File: config.mk
export PLATFORM = sky130hd
export DESIGN_NAME = pc_sequencer
export DESIGN_NICKNAME = d
export VERILOG_FILES = /design/src/rtl/pc_sequencer.sv
export SDC_FILE = /design/constraint.sdc
export NUM_CORES = 1
export LEC_CHECK = 0
export CORE_ASPECT_RATIO = 1.75
export CORE_UTILIZATION = 40
export CTS_BUF_LIST = sky130_fd_sc_hd__clkbuf_4 sky130_fd_sc_hd__clkbuf_8 sky130_fd_sc_hd__clkbuf_16
export DETAILED_ROUTE_END_ITERATION = 6
export GPL_ROUTABILITY_DRIVEN = 1
export HOLD_SLACK_MARGIN = 0.08
export PLACE_DENSITY = 0.7
export SLEW_MARGIN = 20
export SYNTH_ARGS = -nofsm -noshare
export SYNTH_HDL_FRONTEND = slang
export SYNTH_SLANG_ARGS = --single-unit
export TNS_END_PERCENT = 1
File: constraint.sdc
create_clock -name clk -period 4.1 [get_ports clk]
set_input_delay 0.41 -clock clk [delete_from_list [all_inputs] [get_ports clk]]
set_output_delay 0.41 -clock clk [all_outputs]
set_load 0.02 [all_outputs]
File: src/rtl/pc_sequencer.sv
// Registered program counter: sequential step, absolute jump, PC-relative branch and stall.
// Raises a sticky flag on address wrap-around and a one-cycle pulse when a jump target is misaligned.
module pc_sequencer #(
    parameter int unsigned      WIDTH        = 32,
    parameter int unsigned      STEP         = 4,
    parameter logic [WIDTH-1:0] RESET_VECTOR = {WIDTH{1'b0}},
    parameter int unsigned      OFFSET_WIDTH = 16
) (
    input  logic                    clk,
    input  logic                    reset,
    input  logic                    stall,
    input  logic                    jump,
    input  logic [WIDTH-1:0]        jump_addr,
    input  logic                    branch,
    input  logic [OFFSET_WIDTH-1:0] branch_offset,
    output logic [WIDTH-1:0]        pc,
    output logic [WIDTH-1:0]        pc_seq,
    output logic                    overflow,
    output logic                    misaligned
);
    localparam int unsigned      EXT_W  = WIDTH + OFFSET_WIDTH + 2;
    localparam int unsigned      SHIFT  = $clog2(STEP);
    localparam logic [WIDTH-1:0] STEP_W = WIDTH'(STEP);
    localparam logic [WIDTH-1:0] ALIGN_MASK = STEP_W - {{(WIDTH-1){1'b0}}, 1'b1};

    logic [WIDTH-1:0] pc_d, pc_q;
    logic             overflow_d, overflow_q;
    logic             misaligned_d, misaligned_q;
    logic [WIDTH:0]   seq_sum_s;
    logic [EXT_W-1:0] pc_ext_s, offset_ext_s, branch_sum_s;
    logic             jump_misaligned_s, branch_wrap_s;

    // Branch target is formed at a width where it can never silently wrap, so any
    // nonzero bit above WIDTH (including the sign) means the exact target left the address space.
    assign seq_sum_s         = {1'b0, pc_q} + {1'b0, STEP_W};
    assign pc_ext_s          = {{(OFFSET_WIDTH + 2){1'b0}}, pc_q};
    assign offset_ext_s      = {{(EXT_W - OFFSET_WIDTH){branch_offset[OFFSET_WIDTH-1]}}, branch_offset} << SHIFT;
    assign branch_sum_s      = pc_ext_s + EXT_W'(STEP) + offset_ext_s;
    assign branch_wrap_s     = branch_sum_s[EXT_W-1:WIDTH] != {(EXT_W - WIDTH){1'b0}};
    assign jump_misaligned_s = (jump_addr & ALIGN_MASK) != {WIDTH{1'b0}};

    // Next-state selection: stall > jump > branch > sequential
    always_comb begin
        pc_d         = pc_q;
        overflow_d   = overflow_q;
        misaligned_d = 1'b0;
        if (stall) begin
            pc_d       = pc_q;
            overflow_d = overflow_q;
        end else if (jump) begin
            if (jump_misaligned_s) begin
                misaligned_d = 1'b1;
            end else begin
                pc_d       = jump_addr;
                overflow_d = 1'b0;
            end
        end else if (branch) begin
            pc_d       = branch_sum_s[WIDTH-1:0];
            overflow_d = overflow_q | branch_wrap_s;
        end else begin
            pc_d       = seq_sum_s[WIDTH-1:0];
            overflow_d = overflow_q | seq_sum_s[WIDTH];
        end
    end

    // State registers with synchronous reset
    always_ff @(posedge clk) begin
        if (reset) begin
            pc_q         <= RESET_VECTOR;
            overflow_q   <= 1'b0;
            misaligned_q <= 1'b0;
        end else begin
            pc_q         <= pc_d;
            overflow_q   <= overflow_d;
            misaligned_q <= misaligned_d;
        end
    end

    assign pc         = pc_q;
    assign pc_seq     = seq_sum_s[WIDTH-1:0];
    assign overflow   = overflow_q;
    assign misaligned = misaligned_q;
endmodule

# Word level (Yosys, flattened, before mapping)

Index checks and enable logic that the tools add are counted.

Add/subtract/negate cells: 3
Multipliers: 0
Divide/modulo/power cells: 0
Magnitude comparators: 0
Equality and inequality tests: 1
Shifts and indexed selects: 0
Multiplexer cells: 7
Bitwise operators: 4
Reductions and logical operators: 4

Operator list:

| operator              | count |
|---|---|
| $mux 32               | 3 |
| $add 32x3->33 const B | 2 |
| $add 34x18->35        | 1 |
| $reduce_bool 32->1    | 1 |
| $reduce_bool 18->1    | 1 |
| $mux 1                | 4 |
| $reduce_or 3->1       | 1 |
| $ne 2x2->1 const B    | 1 |
| $not 1->1             | 2 |
| $or 1x1->1            | 2 |
| $reduce_and 2->1      | 1 |

Register bits: 34
Bits in latches: 0
RAM bits: 0
Bits in read-only memories: 0
Input bits: 53
Output and inout port bits: 66
Logic and storage cells: 22
Memories kept: 0

# Depth between registers and ports, before layout

Depth in word-level cells: 6
Mapped depth: 16
Gate-level depth less buffers: 15

# Worst setup path before layout

OpenSTA, ideal clock, no wires.

Path type: register to register
From: reg pc_q[2] (netlist: pc[2])
To: reg pc_q[31] (netlist: pc[31])
Setup time: 0.070 ns
Arrival: 3.773 ns
Data required time: 4.030 ns
Setup slack: 0.257 ns
Cell stages (with the launch flop): 15
Buffers on the path: 0
Period minus slack after synthesis: 3.843 ns
Cell sequence: dfxtp_1 -> ha_1 -> nand4_2 -> nor4_4 -> nand2_1 -> xnor2_1 -> ha_1 -> a21o_1 -> a21o_1 -> a2111oi_0 -> o2111ai_1 -> a41oi_1 -> xnor2_1 -> nand2_1 -> a21oi_1

Word-level cells in the longest chain between the ends: 4
Elaborated cells between the ends (all ways): 5
Those cells by class: add/sub (3); mux (2)

RTL lines:

| element                | RTL line | text |
|---|---|---|
| from (decl)            | 26       | `logic [WIDTH-1:0] pc_d, pc_q;` |
| from (signal assigned) | 73       | `pc_q <= pc_d;` |
| $add 32x3->33          | 35, 38   |  |
| $add 34x18->35         | 38       | `assign branch_sum_s = pc_ext_s + EXT_W'(STEP) + offset_ext_s;` |
| $mux 32 (*)            | 57       | `end else if (branch) begin` |
| $mux 32 (*)            | 50       | `end else if (jump) begin` |

Mark *: on every way between the ends. The rest lies on a longest branch, timed or not.
A chain may end at the register's enable or synchronous reset.

# Final worst setup path

Same ends and word-level chain as after synthesis.

==> out/metrics.csv <==
metric,value,unit
outcome,"finished, final reports clean",
dpl_cell_area,5210,um2
maxSlewViolCount,0,
ios,119,
num_vias,4410,
drive_above_1_share,7.99,%
grt_max_degree,37,
htreeDepth,2,
cp_max_fo,7,
synth.net_count,605,
synthToLayoutAreaGrowth,38.1,%
powerDensity,260,nW/um2
wl,14300,um
slew_headroom,21.0,%
cts_buffers,5,
dp_slack,0.102,ns
worstHoldPathType,flop to flop,
initialDrtViolationCount,238,
final_antenna_net_count,0,
path_clk_slew,0.06,ns
hold_violations,0,
skew,0.00695,ns
cts.sinks,34,
dieArea,10200,um2
finalSetupViolCount,0,
end_kind,flop,
synth_top_flop_cell,dfxtp_1,
swShare,38.2,%
cp.arrival,4.04,ns
ys_types,62,
combPwrFrac,45.1,%
die_h,133,um
num_rows,47,
crit_path_top_delay_cell,a221oi_4,
cts_hold_buf,0,
rsz0062_at_grt,no,
antenna_found_initial,0,
ir_worst_vdd,0.161,mV
synth_area,3910,um2
grt_overflow,0,
synth_enable_flop_cells,0,
crit_type,flop to flop,
cap_violations,0,
post-route-drc-count,0,
path_common_cell,a21oi_1,
seqPwrFrac,28.2,%
grt_pass1_vias,4666,
io_buffers,118,
worstMarginPinSlew,1.18,ns
p_leak,2.21,nW
clk_latency,0.29,ns
gp_congestion,0.967,
cts_tree,done,
clock.fmax,261,MHz
ys_async_sr_fraction,0,%
finalCritPeriodShare,93.4,%
startpoint_type,flop,
cts_buffer_depth,2,
syn_avg_cell_area,7.58,um2
wl_per_cell,19.1,um
power.share.clock,26.6,%
diodes,0,
setup_slack,0.270,ns
core_area,9470,um2
fp.dieW,76.7,um
critical_path_required,4.31,ns
num-nets-final,716,
yosysWarnings,0,
ys_ff_latch,34,
p_int,0.000865,W
drt_first_pass_iters,7,
grt_first_pass_wirelength,22400,um
grtUsageTotal,28.0,%
cts-root-buf,clkbuf_16,
ys_seq_area_share,17.4,%
min_period,3.83,ns
design_area,5390,um2
setup_tns,0,ns
max_stage_delay,0.48,ns
start_util,41.3,%
synth_cells,515,
dpl.hpwl,11200,um
vias_per_cell,5.90,
path_cells,"and3_1, nand3_1, nor2_4, and3_2, xor2_1, ha_1, a21oi_1, o211ai_1, a221oi_4, o2111ai_1, a41oi_1, xnor2_1, nand2_1, a21oi_1",
switchingPower,0.000535,W
==> through the flow <==
step / util [%] / total power, W / cells / hold slack, ns
global placement: 55.0 / 0.00102 / 739 / 0.472
global route: 57.0 / 0.00147 / 748 / 0.521
detailed placement: 55.0 / 0.00103 / 739 / 0.481
finish: 57.0 / 0.00140 / 748 / 0.496
floorplan: - / 0.000780 / 515 / 0.489
CTS: 56.5 / 0.00141 / 746 / 0.497
==> Yosys cell counts, types with 2 or more instances <==
master    count  share of area (%)
nor3_1        6               0.77
nand2b_1      3               0.48
xor2_1       17                3.8
or2_2         2               0.32
o21bai_1      4               0.77
and3_1       19                3.0
and2_4        2               0.45
nor2b_1       2               0.32
o21ai_1       2               0.26
mux2i_1       4                1.0
nand3b_1      4               0.77
nor2_1       30                2.9
a41oi_1       2               0.45
a221oi_1     15                3.4
and2_1        5               0.80
buf_2         5               0.64
inv_1        10               0.96
o21a_1        3               0.58
nand3_1      28                3.6
buf_1         3               0.29
clkbuf_1     18                1.7
and4_1        2               0.45
nor4_4        2                1.1
xnor2_1      38                8.5
dfxtp_1      34                 17
a21oi_1      43                5.5
nand2_1      61                5.9
a31oi_1      11                1.8
ha_1         36                 12
o31ai_1       5               0.96
o22ai_1       5               0.80
o21ai_0      22                2.8
a211oi_1      7                1.3
buf_4         2               0.38
nand4_2       3               0.96
o211ai_1     16                3.1
nand4_1      10                1.6
a21o_1       10                1.9
==> sequential cells by signal, indices dropped and copies added (netlist names) <==
register	cells
misaligned	1
overflow	1
pc	32
==> per-layer routing <==
metal	global-route usage, %	part of all wire (%)	up-vias	routed length [um]
met1	27.1	35	2041	4990
met5	0	0	-	0
met3	2.97	4.0	51	574
met2	54.7	56	188	7990
li1	-	-	2130	-
met4	17.7	5.3	0	765
==> critical path, delay by kind of cell (launching register included) <==
family | cells | cell delay, ns
flip-flops | 1 | 0.42
AO/OA/AOI/OAI | 6 | 1.60
AND/OR/NAND/NOR | 5 | 0.99
XOR/XNOR | 2 | 0.39
adder cells (fa/ha/maj) | 1 | 0.34
==> cell usage in the layout (no fill, tap or decap), types with 17 or more instances in the layout <==
master / synthesis / routed
clkdlybuf4s50_1: 0 / 118
nand2_1: 61 / 61
a21oi_1: 43 / 43
xnor2_1: 38 / 36
ha_1: 36 / 36
dfxtp_1: 34 / 34
nand3_1: 28 / 28
nor2_1: 30 / 28
o21ai_0: 22 / 22
and3_1: 19 / 19
xor2_1: 17 / 17
==> kinds of logic (layout without fill, tap and decap cells) <==
group | after synthesis | after routing | synth area share [%]
AND/OR/NAND/NOR | 187 | 187 | 25.5
AO/OA/AOI/OAI | 157 | 157 | 27.0
XOR/XNOR | 55 | 55 | 12.3
buffers and inverters | 40 | 151 | 4.39
adder cells (fa/ha/maj) | 37 | 37 | 12.0
flip-flops | 34 | 34 | 17.4
multiplexers | 5 | 5 | 1.31
==> area by class of cell <==
cell class              count  area [um2]
flip-flops and latches     34         681
clock inverters             2        10.0
fillers                   916        4070
well taps                 122         153
repair buffers            133        1290
clock buffers               5         125
inverters                  11        41.3
multi-input cells         441        3090
==> timing repair <==
item                                   in CTS  in global routing
endpoints found under the hold margin       0                  0
setup endpoints to repair                   0                  8
setup buffers                               0                  2
gates resized for setup                     0                  6
==> power by group through the flow <==
stage	Sequential, W	Clock (W)	Combinational [W]
CTS	0.000393	0.000383	0.000630
global route	0.000399	0.000390	0.000682
global placement	0.000398	0	0.000623
floorplan	0.000420	0	0.000360
detailed placement	0.000400	0	0.000626
finish	0.000395	0.000373	0.000632
==> final timing paths <==
check	cells after the start	slack, ns	from	endpoint
setup reg to reg	14	0.27	pc[2]	pc[31]
setup / recovery	14	0.27	pc[2]	pc[31]
hold / removal	1	0.50	pc[1]	pc[1]
hold reg to reg	1	0.50	pc[1]	pc[1]
Power figures use the tool's default switching activity.
